==> src/rtl/updown_counter_n_if.sv <==
// Control and status bundle for the parametrised up/down counter.
interface updown_counter_n_if #(
    parameter int unsigned N      = 8,
    parameter int unsigned STEP_W = 4
);
    logic              enable;
    logic              clear;
    logic              load;
    logic [N-1:0]      load_val;
    logic              dir;
    logic [STEP_W-1:0] step;
    logic              wrap;
    logic [N-1:0]      max;
    logic [N-1:0]      count;
    logic              at_max;
    logic              at_zero;
    logic              rollover;

    // Block that drives the controls and observes the count.
    modport master (
        output enable, clear, load, load_val, dir, step, wrap, max,
        input  count, at_max, at_zero, rollover
    );

    // The counter itself.
    modport slave (
        input  enable, clear, load, load_val, dir, step, wrap, max,
        output count, at_max, at_zero, rollover
    );
endinterface

==> src/rtl/updown_counter_n.sv <==
// N-bit up/down counter: programmable step, sync clear/load,
// wrap or saturate against a runtime max, registered rollover pulse.
module updown_counter_n #(
    parameter int unsigned N      = 8,
    parameter int unsigned STEP_W = 4
) (
    input logic               clk,
    input logic               nrst,
    updown_counter_n_if.slave bus
);
    localparam int unsigned SUM_W = N + 1;

    logic [N-1:0]      count_q;
    logic [N-1:0]      count_nxt;
    logic              roll_q;
    logic              roll_nxt;
    logic [STEP_W-1:0] step_v;
    logic [SUM_W-1:0]  sum;
    logic [N-1:0]      step_n;

    assign step_v = bus.step;
    assign sum    = {1'b0, count_q} + SUM_W'(step_v);
    assign step_n = N'(step_v);

    // Next count and rollover, priority clear > load > enable > hold.
    always_comb begin
        count_nxt = count_q;
        roll_nxt  = 1'b0;
        if (bus.clear) begin
            count_nxt = '0;
        end else if (bus.load) begin
            count_nxt = (bus.load_val > bus.max) ? bus.max : bus.load_val;
        end else if (bus.enable && (step_v != '0)) begin
            if (bus.dir) begin
                // An out-of-range count also lands here, since sum > max.
                if (sum <= {1'b0, bus.max}) begin
                    count_nxt = sum[N-1:0];
                end else if (bus.wrap) begin
                    count_nxt = '0;
                    roll_nxt  = 1'b1;
                end else begin
                    count_nxt = bus.max;
                end
            end else begin
                if (count_q >= step_n) begin
                    count_nxt = count_q - step_n;
                end else if (bus.wrap) begin
                    count_nxt = bus.max;
                    roll_nxt  = 1'b1;
                end else begin
                    count_nxt = '0;
                end
            end
        end
    end

    // Count and rollover state registers.
    always_ff @(posedge clk or negedge nrst) begin
        if (!nrst) begin
            count_q <= '0;
            roll_q  <= 1'b0;
        end else begin
            count_q <= count_nxt;
            roll_q  <= roll_nxt;
        end
    end

    // Outputs: registered count/rollover, zero-latency flags.
    assign bus.count    = count_q;
    assign bus.rollover = roll_q;
    assign bus.at_max   = (count_q == bus.max);
    assign bus.at_zero  = (count_q == '0);
endmodule

==> src/flat_wrapper.sv <==
// flat-port wrapper written by rule: the top's interface ports become plain ports
module updown_counter_n_flat 
#(
    parameter int unsigned N      = 8,
    parameter int unsigned STEP_W = 4
)
  (clk, nrst, bus_enable, bus_clear, bus_load, bus_load_val, bus_dir, bus_step, bus_wrap, bus_max, bus_count, bus_at_max, bus_at_zero, bus_rollover);
  updown_counter_n_if #(.N(N), .STEP_W(STEP_W)) bus_i ();
  input logic clk;
  input logic nrst;
  input wire logic [$bits(bus_i.enable)-1:0] bus_enable;
  input wire logic [$bits(bus_i.clear)-1:0] bus_clear;
  input wire logic [$bits(bus_i.load)-1:0] bus_load;
  input wire logic [$bits(bus_i.load_val)-1:0] bus_load_val;
  input wire logic [$bits(bus_i.dir)-1:0] bus_dir;
  input wire logic [$bits(bus_i.step)-1:0] bus_step;
  input wire logic [$bits(bus_i.wrap)-1:0] bus_wrap;
  input wire logic [$bits(bus_i.max)-1:0] bus_max;
  output wire logic [$bits(bus_i.count)-1:0] bus_count;
  output wire logic [$bits(bus_i.at_max)-1:0] bus_at_max;
  output wire logic [$bits(bus_i.at_zero)-1:0] bus_at_zero;
  output wire logic [$bits(bus_i.rollover)-1:0] bus_rollover;
  assign bus_i.enable = bus_enable;
  assign bus_i.clear = bus_clear;
  assign bus_i.load = bus_load;
  assign bus_i.load_val = bus_load_val;
  assign bus_i.dir = bus_dir;
  assign bus_i.step = bus_step;
  assign bus_i.wrap = bus_wrap;
  assign bus_i.max = bus_max;
  assign bus_count = bus_i.count;
  assign bus_at_max = bus_i.at_max;
  assign bus_at_zero = bus_i.at_zero;
  assign bus_rollover = bus_i.rollover;
  updown_counter_n #(.N(N), .STEP_W(STEP_W)) u_core (.clk(clk), .nrst(nrst), .bus(bus_i));
endmodule
==> config.mk <==
export PLATFORM = sky130hd
export DESIGN_NAME = updown_counter_n_flat
export DESIGN_NICKNAME = d
export VERILOG_FILES = /design/src/rtl/updown_counter_n_if.sv /design/src/rtl/updown_counter_n.sv /design/src/flat_wrapper.sv
export SDC_FILE = /design/constraint.sdc
export NUM_CORES = 1
export LEC_CHECK = 0
export ABC_AREA = 1
export CAP_MARGIN = 20
export CELL_PAD_IN_SITES_DETAIL_PLACEMENT = 0
export CELL_PAD_IN_SITES_GLOBAL_PLACEMENT = 1
export CORE_MARGIN = 1
export CORE_UTILIZATION = 37
export CTS_CLUSTER_DIAMETER = 30
export DETAILED_ROUTE_END_ITERATION = 7
export GPL_TIMING_DRIVEN = 0
export HOLD_SLACK_MARGIN = 0.06
export PLACE_DENSITY_LB_ADDON = 0.1
export REMOVE_ABC_BUFFERS = 1
export SYNTH_ARGS = -nofsm -noshare
export SYNTH_HDL_FRONTEND = slang
export SYNTH_SLANG_ARGS = --single-unit
export TNS_END_PERCENT = 20
==> constraint.sdc <==
create_clock -name clk -period 3.93 [get_ports clk]
set_clock_uncertainty 0.1 [all_clocks]
set_input_delay 0.786 -clock clk [delete_from_list [all_inputs] [get_ports clk]]
set_output_delay 0.786 -clock clk [all_outputs]
set_load 0.03 [all_outputs]
==> impl_metrics.tcl <==
set metrics [dict create \
    status "completed" \
    root_buffer "clkbuf_8" \
    grt_pass1_vias 2003 \
    reg2reg_slack_ns 0.60 \
    post-route-cell-area_mm2 0.002504 \
    vias_per_cell 4.959 \
    synthSimpleGateAreaFrac_pct 38.52 \
    nFillCells 562 \
    numClockSinks 9 \
    cts_tree "done" \
    post_synth.cell_area_avg_um2 6.268 \
    synth_edf_count 0 \
    yosysSeqAreaShare_pct 11.52 \
    die_area_mm2 0.005580 \
    cts.htree.levels 1 \
    clock_latency_ns 0.23 \
    rows 26 \
    hp-class "reg -> reg" \
    core_mm2 0.005107 \
    clkTransAtPathRegs_ns 0.04 \
    vias 2073 \
    startpoint_type "primary input" \
    cp-end-kind "register" \
    antenna_found_initial 0 \
    drive_gt1_share_pct 14.37 \
    ir_drop_v 0.0002669 \
    synth_top_family_by_area "simple AND/OR/NAND/NOR gates" \
    grt_max_degree 16 \
    antenna_left 0 \
    clock_path_buffers 2 \
    die_w_um 74.70 \
    slew_violations 0 \
    power_density_mw_per_mm2 306.9 \
    synth_ff_type "dfrtp_1" \
    drc 0 \
    wl_um 6011 \
    synthCells 312 \
    critPathLaunch "bus_step[1]" \
    yosysUniqueCellTypes 40 \
    io-pin-count 38 \
    synth_xor_area_share_pct 5.374 \
    critPathKind "in -> reg" \
    grt_use_total_pct 23.43 \
    synthMuxAreaShare_pct 0 \
    insertedDiodeCount 0 \
    slew_headroom_pct 69.14 \
    layout_min_cycle_time_ns 3.706 \
    drt-initial-drc-count 135 \
    placed_area_mm2 0.002345 \
    die_h_um 74.70 \
    cts_buffers 3 \
    nets 402 \
    synth_fa_ha_area_share_pct 17.40 \
    first_pass_iters 4 \
    cp.required_ns 3.94 \
    cap_violations 0 \
    gr-total-overflow 0 \
    final_hold_viol_count 0 \
    cp_data_arrival_time_ns 3.72 \
    ctsHoldBuffers 0 \
    max_freq_mhz 269.8 \
    grt_pass1_wl_um 9853 \
    synth.cell_area_mm2 0.001956 \
    finalCritPeriodShare_pct 94.30 \
    async_flop_share_pct 100.0 \
    syn_to_final_growth_pct 28.02 \
    cp_max_fo 9 \
    wire_per_inst_um 14.38 \
    dp_hpwl_um 4829 \
    synth-compound-area-share_pct 14.65 \
    yosysWarnings 0 \
    finalPower_mw 0.7685 \
    start_util_pct 38.29 \
    gp_congestion 0.8369 \
    worst_pin_slew_ns 0.4614 \
    ys_ff_latch 9 \
    io_buffer_count 37 \
    total_leakage_power_nw 1.277 \
    rr_startpoint "u_core.bus.count[1]" \
    finalSetupViolations 0 \
    min_from "u_core.bus.count[0]" \
]
## kinds of logic after synthesis
kind of cell / Yosys count
flops: 9
fa+ha+maj: 26
xor+xnor: 12
compound gates: 48
buf+inv: 57
simple gates: 160
## stage by stage
stage / setup WS (ns) / cells / hold WS, ns / utilization, % / TNS [ns]
after floorplan: 0.5730 / 302 / 0.3904 / - / 0
after global placement: -0.5213 / 409 / 0.5199 / 45.91 / -4.206
after detailed placement: -0.5054 / 409 / 0.5203 / 45.91 / -3.972
after CTS: 0.07657 / 416 / 0.5392 / 47.50 / 0
after global routing: -0.009631 / 418 / 0.5969 / 49.02 / -0.009631
final: 0.2241 / 418 / 0.5346 / 49.02 / 0
## repair_timing
item / CTS / global route
endpoints found under the setup margin: 9 / 9
setup buffers: 3 / 2
pin swaps: 2 / 4
resized for setup: 4 / 16
## worst paths after layout
path                                       endpoint  cells past startpoint
worst max register to register  u_core.bus.count[1]                     18
worst min-delay path            u_core.bus.count[0]                      2
min in group asynchronous       u_core.bus.count[7]                      1
worst max-delay path            u_core.bus.count[1]                     19
max in group asynchronous       u_core.bus.count[1]                      1
worst min register to register  u_core.bus.count[0]                      2
## synth_stat cells, types with 5 or more instances
library cell	n	area, um^2
xor2_1	10	87.58
nor2_1	12	45.04
nand3_1	23	115.1
ha_1	24	300.3
o21ai_0	5	25.02
dfrtp_1	9	225.2
nand4_1	5	31.28
inv_1	40	150.1
a21oi_1	24	120.1
inv_2	7	26.28
nand2_1	99	371.6
a31oi_1	5	31.28
## area by class of cell
| cell class | count | area [um^2] | share of cell area [%] |
|---|---|---|---|
| clock buffers | 4 | 45.04 | 1.799 |
| inverters | 47 | 176.4 | 7.046 |
| multi-input cells | 246 | 1560 | 62.32 |
| flip-flops and latches | 9 | 225.2 | 8.996 |
| well taps | 70 | 87.58 | 3.498 |
| repair buffers | 42 | 409.1 | 16.34 |
## cell usage in the layout (no fill, tap or decap), drive strengths merged, types with 4 or more instances in the layout
master           n
inv             47
nand4            5
nand2          104
dfrtp            9
nor2            15
ha              24
clkbuf           4
o21ai           11
clkdlybuf4s50   35
nand3           28
a21oi           24
xor2            10
buf              5
a31oi            5
## routing by layer
layer / up-vias / GRT usage [%] / share of wire [%]
met2: 51 / 40.94 / 48
met1: 943 / 33.20 / 47
li1: 1079 / - / -
met5: - / 0 / 0
met4: 0 / 0.6289 / 0
met3: 0 / 1.874 / 4.5
## where the power goes
part	switching [mW]	internal, mW
clock	0.0345	0.0705
combinational	0.311	0.212
sequential	0.0362	0.104
total	0.381	0.387
## critical path: stages
cell and delay (ns):
clkdlybuf4s50_1 0.52, inv_2 0.09, fa_2 0.39, o21ai_2 0.17
o21ai_4 0.10, nor2_4 0.14, xor2_2 0.19, ha_1 0.27
a21o_1 0.19, a21oi_2 0.12, nand2_2 0.07, nand2_4 0.09
nand2_4 0.09, nand2_1 0.07, nand3_1 0.07, nand2_2 0.11
nand2_1 0.06, nand2_1 0.11, nand2_1 0.07
## flip-flops by register name, indices dropped and copies added (netlist names)
register / count
u_core.bus.count: 8
u_core.bus.rollover: 1
Note: power is estimated with default switching activity, not from simulation.
==> edit: new RTL, same settings <==
Reset style: synchronous (`nrst`), changed in one clocked block.
--- a/src/rtl/updown_counter_n.sv
+++ b/src/rtl/updown_counter_n.sv
@@ -56,5 +56,5 @@
 
     // Count and rollover state registers.
-    always_ff @(posedge clk or negedge nrst) begin
+    always_ff @(posedge clk) begin
         if (!nrst) begin
             count_q <= '0;
Check against the original RTL: differs if nrst is asserted again (counterexample within 4 cycles, from zero or initial values and one cycle with nrst low); with nrst held inactive, the same outputs for 10 cycles.
==> edit against the original RTL <==
- routed wire length down 1.7%
- sequential cell count unchanged
- via count up 6.7%
- sequential share of layout area down 1.9 points
- final area up 1.2%
- setup slack worse by 0.029 ns
- area after synthesis up 4.5%
- power down 27%
- highest routed layer is now met4
==> edit: results (changes against the original RTL) <==
Layout
  • Nets: 427 (was 402)
  • ANT cells: 0 (unchanged)
  • Share of cells above drive strength 1: 0.126 (was 0.144)

Global route
  • Vias in the first global route: 1993 (was 2003)
  • Largest net degree at the start of global routing: 17 (was 16)
  • Gr usage total: 0.206 (was 0.234)
  • First-pass GRT wire length: 9740 um (was 9850 um)

Synth
  • Synth top area cells: nand2_1, ha_1, dfxtp_1, nand3_1, inv_1 (was nand2_1, ha_1, dfrtp_1, inv_1, a21oi_1)
  • XOR/XNOR Fraction of Synth Area: 0.0429 (was 0.0537)
  • Synth Area in Adders: 0.167 (was 0.174)
  • Commonest cells post-synth: nand2_1, inv_1, nor2_1, nand3_1, ha_1 (was nand2_1, inv_1, a21oi_1, ha_1, nand3_1)
  • Yosys warning count: 0 (unchanged)
  • Compound-Gate Fraction of Synth Area: 0.134 (was 0.147)
  • Share of flip-flops with an asynchronous set or reset: 0 (was 1.00)
  • Synth cell types: 33 (was 40)
  • Synth Area per Inst: 6.06 um^2 (was 6.27 um^2)
  • Sequential share of the synthesized area: 0.0882 (was 0.115)
  • Most used DFF post-synth: dfxtp_1 (was dfrtp_1)

Min path
  • Hold_sp: u_core.bus.count[0]$_SDFFE_PP0P_ (was u_core.bus.count[0]$_DFFE_PN0P_)
  • Cells on Worst Hold Path: 2 (unchanged)
  • HP Class: flip-flop to flip-flop (unchanged)
  • Worst Hold Path EP: u_core.bus.count[0]$_SDFFE_PP0P_ (was u_core.bus.count[0]$_DFFE_PN0P_)

Timing
  • Slew at the pin closest to its max-slew limit: 0.533 ns (was 0.461 ns)

Worst setup path
  • CP arrival: 3.80 ns (was 3.72 ns)
  • Reg2Reg Setup Slack: 0.80 ns (was 0.60 ns)
  • Crit path max fanout: 8 (was 9)
  • Reg-to-reg endpoint: u_core.bus.count[3]$_SDFFE_PP0P_ (was u_core.bus.count[1]$_DFFE_PN0P_)
  • R2r startpoint: u_core.bus.count[1]$_SDFFE_PP0P_ (was u_core.bus.count[1]$_DFFE_PN0P_)
  • Reg2Reg Depth: 21 (was 18)
  • Slowest-stage cell, CP: clkdlybuf4s50_1 (unchanged)

Route
  • DR vias: 2211 (was 2073)
  • DR iter-0 viols: 61 (was 135)
  • Final wirelength: 5910 um (was 6010 um)
  • Avg WL per Cell: 13.3 um (was 14.4 um)
  • Drt first pass iters: 4 (unchanged)

Power
  • Logic power comb: 0.344 mW (was 0.523 mW)
  • Flop pwr share: 0.199 (was 0.183)
  • LEAKAGE: 1.28 nW (about the same)
  • Flop+latch power: 0.112 mW (was 0.141 mW)
  • Switch share: 0.459 (was 0.496)
  • Maximum vdd ir drop: 0.144 mV (was 0.267 mV)

Clocking
  • Max clock buf depth: 2 (unchanged)
  • Clk root buf: clkbuf_8 (unchanged)
  • CTS H-tree lvls: 1 (unchanged)
  • Worst-path clk slew: 0.05 ns

Placement
  • RD Place Congestion: 0.861 (was 0.837)
  • Dpl hpwl: 4740 um (was 4830 um)
  • Placed insts: 435 (was 409)

Run status
  • Outcome: completed (unchanged)
-- edit: metrics by stage --
step	cell area [um^2]	hold WS (ns)	util	worst slack, ns
3_5_place_dp	2420	0.565	0.466	-0.197
3_3_place_gp	2420	0.570	0.466	-0.235
6_report	2530	0.567	0.487	0.195
4_1_cts	2470	0.576	0.474	0.0259
5_1_grt	2530	0.622	0.487	-0.0403
2_1_floorplan	1970	0.645	-	0.759
-- edit: layer usage --
metal / part of all wire / vias up / track usage
met5: 0 / - / 0
met4: 0.0098 / 0 / 0.0462
met3: 0.034 / 4 / 0.00719
met2: 0.48 / 46 / 0.350
met1: 0.48 / 989 / 0.287
li1: - / 1172 / -
-- edit: worst max-delay path by stage --
stage	startpoint	to	slack [ns]	cells after the start
2_1_floorplan	bus_step[0]	u_core.bus.count[4]$_SDFFE_PP0P_	0.76	19
3_3_place_gp	bus_step[0]	u_core.bus.count[0]$_SDFFE_PP0P_	-0.23	20
3_5_place_dp	bus_step[0]	u_core.bus.count[0]$_SDFFE_PP0P_	-0.20	20
4_1_cts	bus_step[0]	u_core.bus.count[7]$_SDFFE_PP0P_	0.03	20
5_1_grt	bus_step[3]	u_core.bus.count[2]$_SDFFE_PP0P_	-0.04	20
6_report	bus_step[0]	u_core.bus.count[3]$_SDFFE_PP0P_	0.20	23
-- edit: timing repair --
action | in CTS | in global routing
gates resized for setup | 0 | 9
setup endpoints to repair | 0 | 8
setup buffers | 0 | 2
-- edit: final cells by class --
| type | instances | area, um^2 |
|---|---|---|
| timing repair buffer | 39 | 385 |
| inverter | 46 | 173 |
| fill | 593 | 2670 |
| sequential | 9 | 180 |
| clock buffer | 4 | 45.0 |
| multi-input combinational | 275 | 1660 |
| tap | 70 | 87.6 |
